File: config.mk
export PLATFORM = sky130hd
export DESIGN_NAME = factorial_unit_flat
export DESIGN_NICKNAME = d
export VERILOG_FILES = /design/src/rtl/factorial_unit_if.sv /design/src/rtl/factorial_unit.sv /design/src/flat_wrapper.sv
export SDC_FILE = /design/constraint.sdc
export NUM_CORES = 1
export LEC_CHECK = 0
export CORE_MARGIN = 2
export CORE_UTILIZATION = 45
export CTS_BUF_LIST = sky130_fd_sc_hd__clkbuf_2 sky130_fd_sc_hd__clkbuf_4 sky130_fd_sc_hd__clkbuf_8
export CTS_CLUSTER_SIZE = 12
export DETAILED_ROUTE_END_ITERATION = 8
export GPL_TIMING_DRIVEN = 0
export SLEW_MARGIN = 20
export SYNTH_ARGS = -nofsm -noshare
export SYNTH_HDL_FRONTEND = slang
export SYNTH_SLANG_ARGS = --single-unit
File: constraint.sdc
create_clock -name clk -period 9.95 [get_ports clk]
set_input_delay 1.99 -clock clk [delete_from_list [all_inputs] [get_ports clk]]
set_output_delay 1.99 -clock clk [all_outputs]
set_load 0.02 [all_outputs]
File: src/rtl/factorial_unit_if.sv
// Start/done handshake bundle between a controller and the factorial engine.
interface factorial_unit_if #(
  parameter int unsigned WIDTH   = 32,
  parameter int unsigned N_WIDTH = 8
);
  logic               start;
  logic [N_WIDTH-1:0] n;
  logic               ready;
  logic               busy;
  logic               done;
  logic [WIDTH-1:0]   f;
  logic               overflow;

  modport master (
    output start, n,
    input  ready, busy, done, f, overflow
  );

  modport slave (
    input  start, n,
    output ready, busy, done, f, overflow
  );
endinterface

File: src/rtl/factorial_unit.sv
// Iterative n! engine: one multiply per clock, sticky overflow, optional saturation.
// Result and overflow are held in output registers between completions.
module factorial_unit #(
  parameter int unsigned WIDTH    = 32,
  parameter int unsigned N_WIDTH  = 8,
  parameter bit          SATURATE = 1'b0
) (
  input  logic              clk,
  input  logic              rst,
  factorial_unit_if.slave   bus
);

  localparam int unsigned P_W = WIDTH + N_WIDTH;

  typedef enum logic [1:0] {
    S_IDLE = 2'd0,
    S_MUL  = 2'd1,
    S_DONE = 2'd2
  } state_e;

  state_e             state_q, state_d;
  logic [WIDTH-1:0]   acc_q, acc_d;
  logic [N_WIDTH-1:0] cnt_q, cnt_d;
  logic               ovf_q, ovf_d;
  logic [WIDTH-1:0]   f_q, f_d;
  logic               ovf_out_q, ovf_out_d;
  logic [P_W-1:0]     prod_c;
  logic               prod_hi_c;

  // Full-width product; any bit above WIDTH means the true value no longer fits.
  assign prod_c    = P_W'(acc_q) * P_W'(cnt_q);
  assign prod_hi_c = |prod_c[P_W-1:WIDTH];

  always_comb begin
    state_d   = state_q;
    acc_d     = acc_q;
    cnt_d     = cnt_q;
    ovf_d     = ovf_q;
    f_d       = f_q;
    ovf_out_d = ovf_out_q;
    case (state_q)
      S_IDLE: begin
        if (bus.start) begin
          acc_d   = WIDTH'(1);
          cnt_d   = bus.n;
          ovf_d   = 1'b0;
          state_d = S_MUL;
        end
      end
      S_MUL: begin
        // Exit test precedes the decrement, so cnt never drops below 1.
        if (cnt_q > N_WIDTH'(1)) begin
          acc_d = prod_c[WIDTH-1:0];
          ovf_d = ovf_q | prod_hi_c;
          cnt_d = cnt_q - N_WIDTH'(1);
        end else begin
          f_d       = (SATURATE && ovf_q) ? {WIDTH{1'b1}} : acc_q;
          ovf_out_d = ovf_q;
          state_d   = S_DONE;
        end
      end
      S_DONE:  state_d = S_IDLE;
      default: state_d = S_IDLE;
    endcase
  end

  always_ff @(posedge clk or negedge rst) begin
    if (!rst) begin
      state_q   <= S_IDLE;
      acc_q     <= WIDTH'(1);
      cnt_q     <= '0;
      ovf_q     <= 1'b0;
      f_q       <= '0;
      ovf_out_q <= 1'b0;
    end else begin
      state_q   <= state_d;
      acc_q     <= acc_d;
      cnt_q     <= cnt_d;
      ovf_q     <= ovf_d;
      f_q       <= f_d;
      ovf_out_q <= ovf_out_d;
    end
  end

  assign bus.ready    = (state_q == S_IDLE);
  assign bus.busy     = (state_q == S_MUL);
  assign bus.done     = (state_q == S_DONE);
  assign bus.f        = f_q;
  assign bus.overflow = ovf_out_q;

endmodule

File: src/flat_wrapper.sv
// flat-port wrapper written by rule: the top's interface ports become plain ports
module factorial_unit_flat 
#(
  parameter int unsigned WIDTH    = 32,
  parameter int unsigned N_WIDTH  = 8,
  parameter bit          SATURATE = 1'b0
)
  (clk, rst, bus_start, bus_n, bus_ready, bus_busy, bus_done, bus_f, bus_overflow);
  factorial_unit_if #(.WIDTH(WIDTH), .N_WIDTH(N_WIDTH)) bus_i ();
  input  logic clk;
  input  logic rst;
  input wire logic [$bits(bus_i.start)-1:0] bus_start;
  input wire logic [$bits(bus_i.n)-1:0] bus_n;
  output wire logic [$bits(bus_i.ready)-1:0] bus_ready;
  output wire logic [$bits(bus_i.busy)-1:0] bus_busy;
  output wire logic [$bits(bus_i.done)-1:0] bus_done;
  output wire logic [$bits(bus_i.f)-1:0] bus_f;
  output wire logic [$bits(bus_i.overflow)-1:0] bus_overflow;
  assign bus_i.start = bus_start;
  assign bus_i.n = bus_n;
  assign bus_ready = bus_i.ready;
  assign bus_busy = bus_i.busy;
  assign bus_done = bus_i.done;
  assign bus_f = bus_i.f;
  assign bus_overflow = bus_i.overflow;
  factorial_unit #(.WIDTH(WIDTH), .N_WIDTH(N_WIDTH), .SATURATE(SATURATE)) u_core (.clk(clk), .rst(rst), .bus(bus_i));
endmodule
==> results.ini <==
[worst_setup_path]
reg2reg_depth = 19
end_kind = register
r2r_setup_slack_ps = 3640
critPathKind = reg -> reg
crit_start = u_core.cnt_q[4]$_DFFE_PN0P_
worstPathRequired_ps = 10260
timing.rr.end = u_core.ovf_q$_DFFE_PN0P_
arrival_ps = 6620
reg2reg_from = u_core.cnt_q[4]$_DFFE_PN0P_
setup.worst_path.start_class = register
crit_fanout = 10

[drt]
vias_per_cell = 5.35
ant_nets = 0
firstDrtPassIters = 5
wl_per_cell_um = 18.9
drt_iter0_drc = 513
wl_mm = 31.6
vias = 8952
drc = 0

[placement]
gp_congestion = 0.897
port_buffers = 46
hpwl_mm = 25.4

[logic_synthesis]
synth-edff-count = 0
ys_warn_count = 0
synth_ff_type = dfrtp_1
synth.distinct_cells = 60
avgSynthCellArea_um2 = 8.76
synthArstFlopShare_pct = 100
ys_seq_area_share_pct = 16.9
synth-seq-cells = 76
syn_area_um2 = 11300
syn-instance-count = 1286
synth_fp_nets = 1539

[timing]
period_share_pct = 63.4
grt_setup_unrepaired = false
fin_tns_setup_ps = 0
setup_violations = 0
maxClockFrequency_mhz = 159
hold_viol_final = 0
finClkSkew_ps = 16.1
min_period_ps = 6310
slew_violations = 0
relSlewSlack_pct = 43.1
worst_pin_slew_ps = 853

[global_route]
use_met3_pct = 3.96
use_met1_pct = 33.5
grt.met2_usage_pct = 45.3
grt_pass1_wl_mm = 52.1
grt-busiest-layer = met2
grt_pass1_vias = 9505
track_usage_pct = 26.0
antenna_found_initial = 0
grt-ovfl-total = 0
grt_start_max_net_pins = 43

[final_layout]
final_common_cell = and2_1
n_antenna_cell = 0
area_growth_pct = 9.87
fillCellCount = 2395
drive_above_1_share_pct = 3.19
ff_latch_area_um2 = 1900
final_cell_mix = and2_1, nand2_1, fa_1
layout.nets = 1597
multi_input_area_um2 = 8420

[hold_path]
min_path_type = reg -> reg
hp-start = u_core.bus.f[12]$_DFFE_PN0P_
hold_depth = 2
hold_path_end = u_core.bus.f[12]$_DFFE_PN0P_

[clock_network]
postCtsSetupRepairBufs = 0
clk_pin_slew_ps = 100
cts_tree = built
clockRootBuffer = clkbuf_8
htree_num_levels = 3
clock_path_buffers = 2
clock_sinks = 76
clk_latency_ps = 390
cts_hold_buf = 0
cts_made_buffers = 9
cts_resized = 0

[die]
die_area_um2 = 26300
core-area_um2 = 24500
fp-row-count = 57
num_io_pins = 47
dieHeight_um = 162
die_x_um = 162
start_util_pct = 46.1

[outcome]
outcome = completed

[run]
drv_cap = 0

-- worst max path at each step --
stage                                to  slack, ps
2_1_floorplan  u_core.ovf_q$_DFFE_PN0P_       4940
3_3_place_gp   u_core.ovf_q$_DFFE_PN0P_       3680
3_5_place_dp   u_core.ovf_q$_DFFE_PN0P_       3730
4_1_cts        u_core.ovf_q$_DFFE_PN0P_       3690
5_1_grt        u_core.ovf_q$_DFFE_PN0P_       3340
6_report       u_core.ovf_q$_DFFE_PN0P_       3640
-- kinds of logic after synthesis --
kind of cell | synth area share [%]
AOI/OAI and AO/OA | 9.92
xor gates and xnor gates | 2.56
adders and majority gates | 38.9
buffers and inverters | 8.36
DFF | 16.9
muxes | 0.278
and+or+nand+nor | 23.1
-- metal layers --
metal,up-vias,wire length [µm]
met5,-,0
li1,4132,-
met1,4529,13300
met4,0,903
met3,55,1550
met2,236,15900
-- state kept, by name (all words and copies together), names as in the netlist --
signal / count
u_core.bus.overflow: 1
u_core.cnt_q: 8
u_core.bus.f: 32
u_core.acc_q: 32
u_core.ovf_q: 1
u_core.state_q: 2
-- metrics by stage --
| step | setup slack (ps) | cell area, µm² | hold WS [ps] | utilization (%) | cells |
|---|---|---|---|---|---|
| 2_1_floorplan | 4940 | 11300 | 478 | - | 1286 |
| 3_3_place_gp | 3680 | 12100 | 458 | 49.6 | 1656 |
| 3_5_place_dp | 3730 | 12200 | 464 | 49.7 | 1657 |
| 4_1_cts | 3690 | 12400 | 486 | 50.6 | 1673 |
| 5_1_grt | 3340 | 12400 | 507 | 50.6 | 1673 |
| 6_report | 3640 | 12400 | 481 | 50.6 | 1673 |
-- worst max-delay path, stage by stage, from the launching register on --
cell and delay [ps]:
dfrtp_1 330, clkbuf_1 450, clkbuf_1 680, and2_1 250, fa_1 440, fa_1 510
fa_1 490, inv_1 50, fa_1 480, inv_1 40, ha_1 390, and3_1 240
a221oi_2 470, nor2b_2 160, a32o_1 360, a21oi_4 210, mux2_1 340, nand3_1 100
nor3_2 60, a31oi_1 170
-- synth_stat cells (all sizes together) (3+ instances only) --
master    n  share of area (%)
or3       3               0.17
o21ai    62                2.8
o21bai    4               0.27
and3      8               0.44
xnor2    16                1.2
nand2   190                6.3
a21oi    45                2.2
xor2     17                1.3
clkbuf   61                2.0
a211oi    5               0.42
nor2b     4               0.24
buf      11               0.50
nor2     26               0.87
o31ai     6               0.44
dfrtp    75                 17
nand3    38                1.7
nand2b    6               0.33
fa      180                 32
a21o     19                1.3
a31oi     6               0.52
ha       62                6.9
o211ai    6               0.40
nand4     9               0.50
and2    213                 12
o21a      3               0.20
inv     174                5.8
nor3     10               0.49
-- final cells by class --
cell class | instances | area share [%]
flip-flops and latches | 76 | 15.4
clock inverters | 6 | 0.788
inverters | 175 | 5.31
multi-input cells | 963 | 68.0
repair buffers | 47 | 3.86
well taps | 324 | 3.27
plain buffers | 72 | 2.30
clock buffers | 10 | 1.06
Power is not shown: default switching activity piles up to over one toggle a cycle in this logic, so the estimate is an artifact.
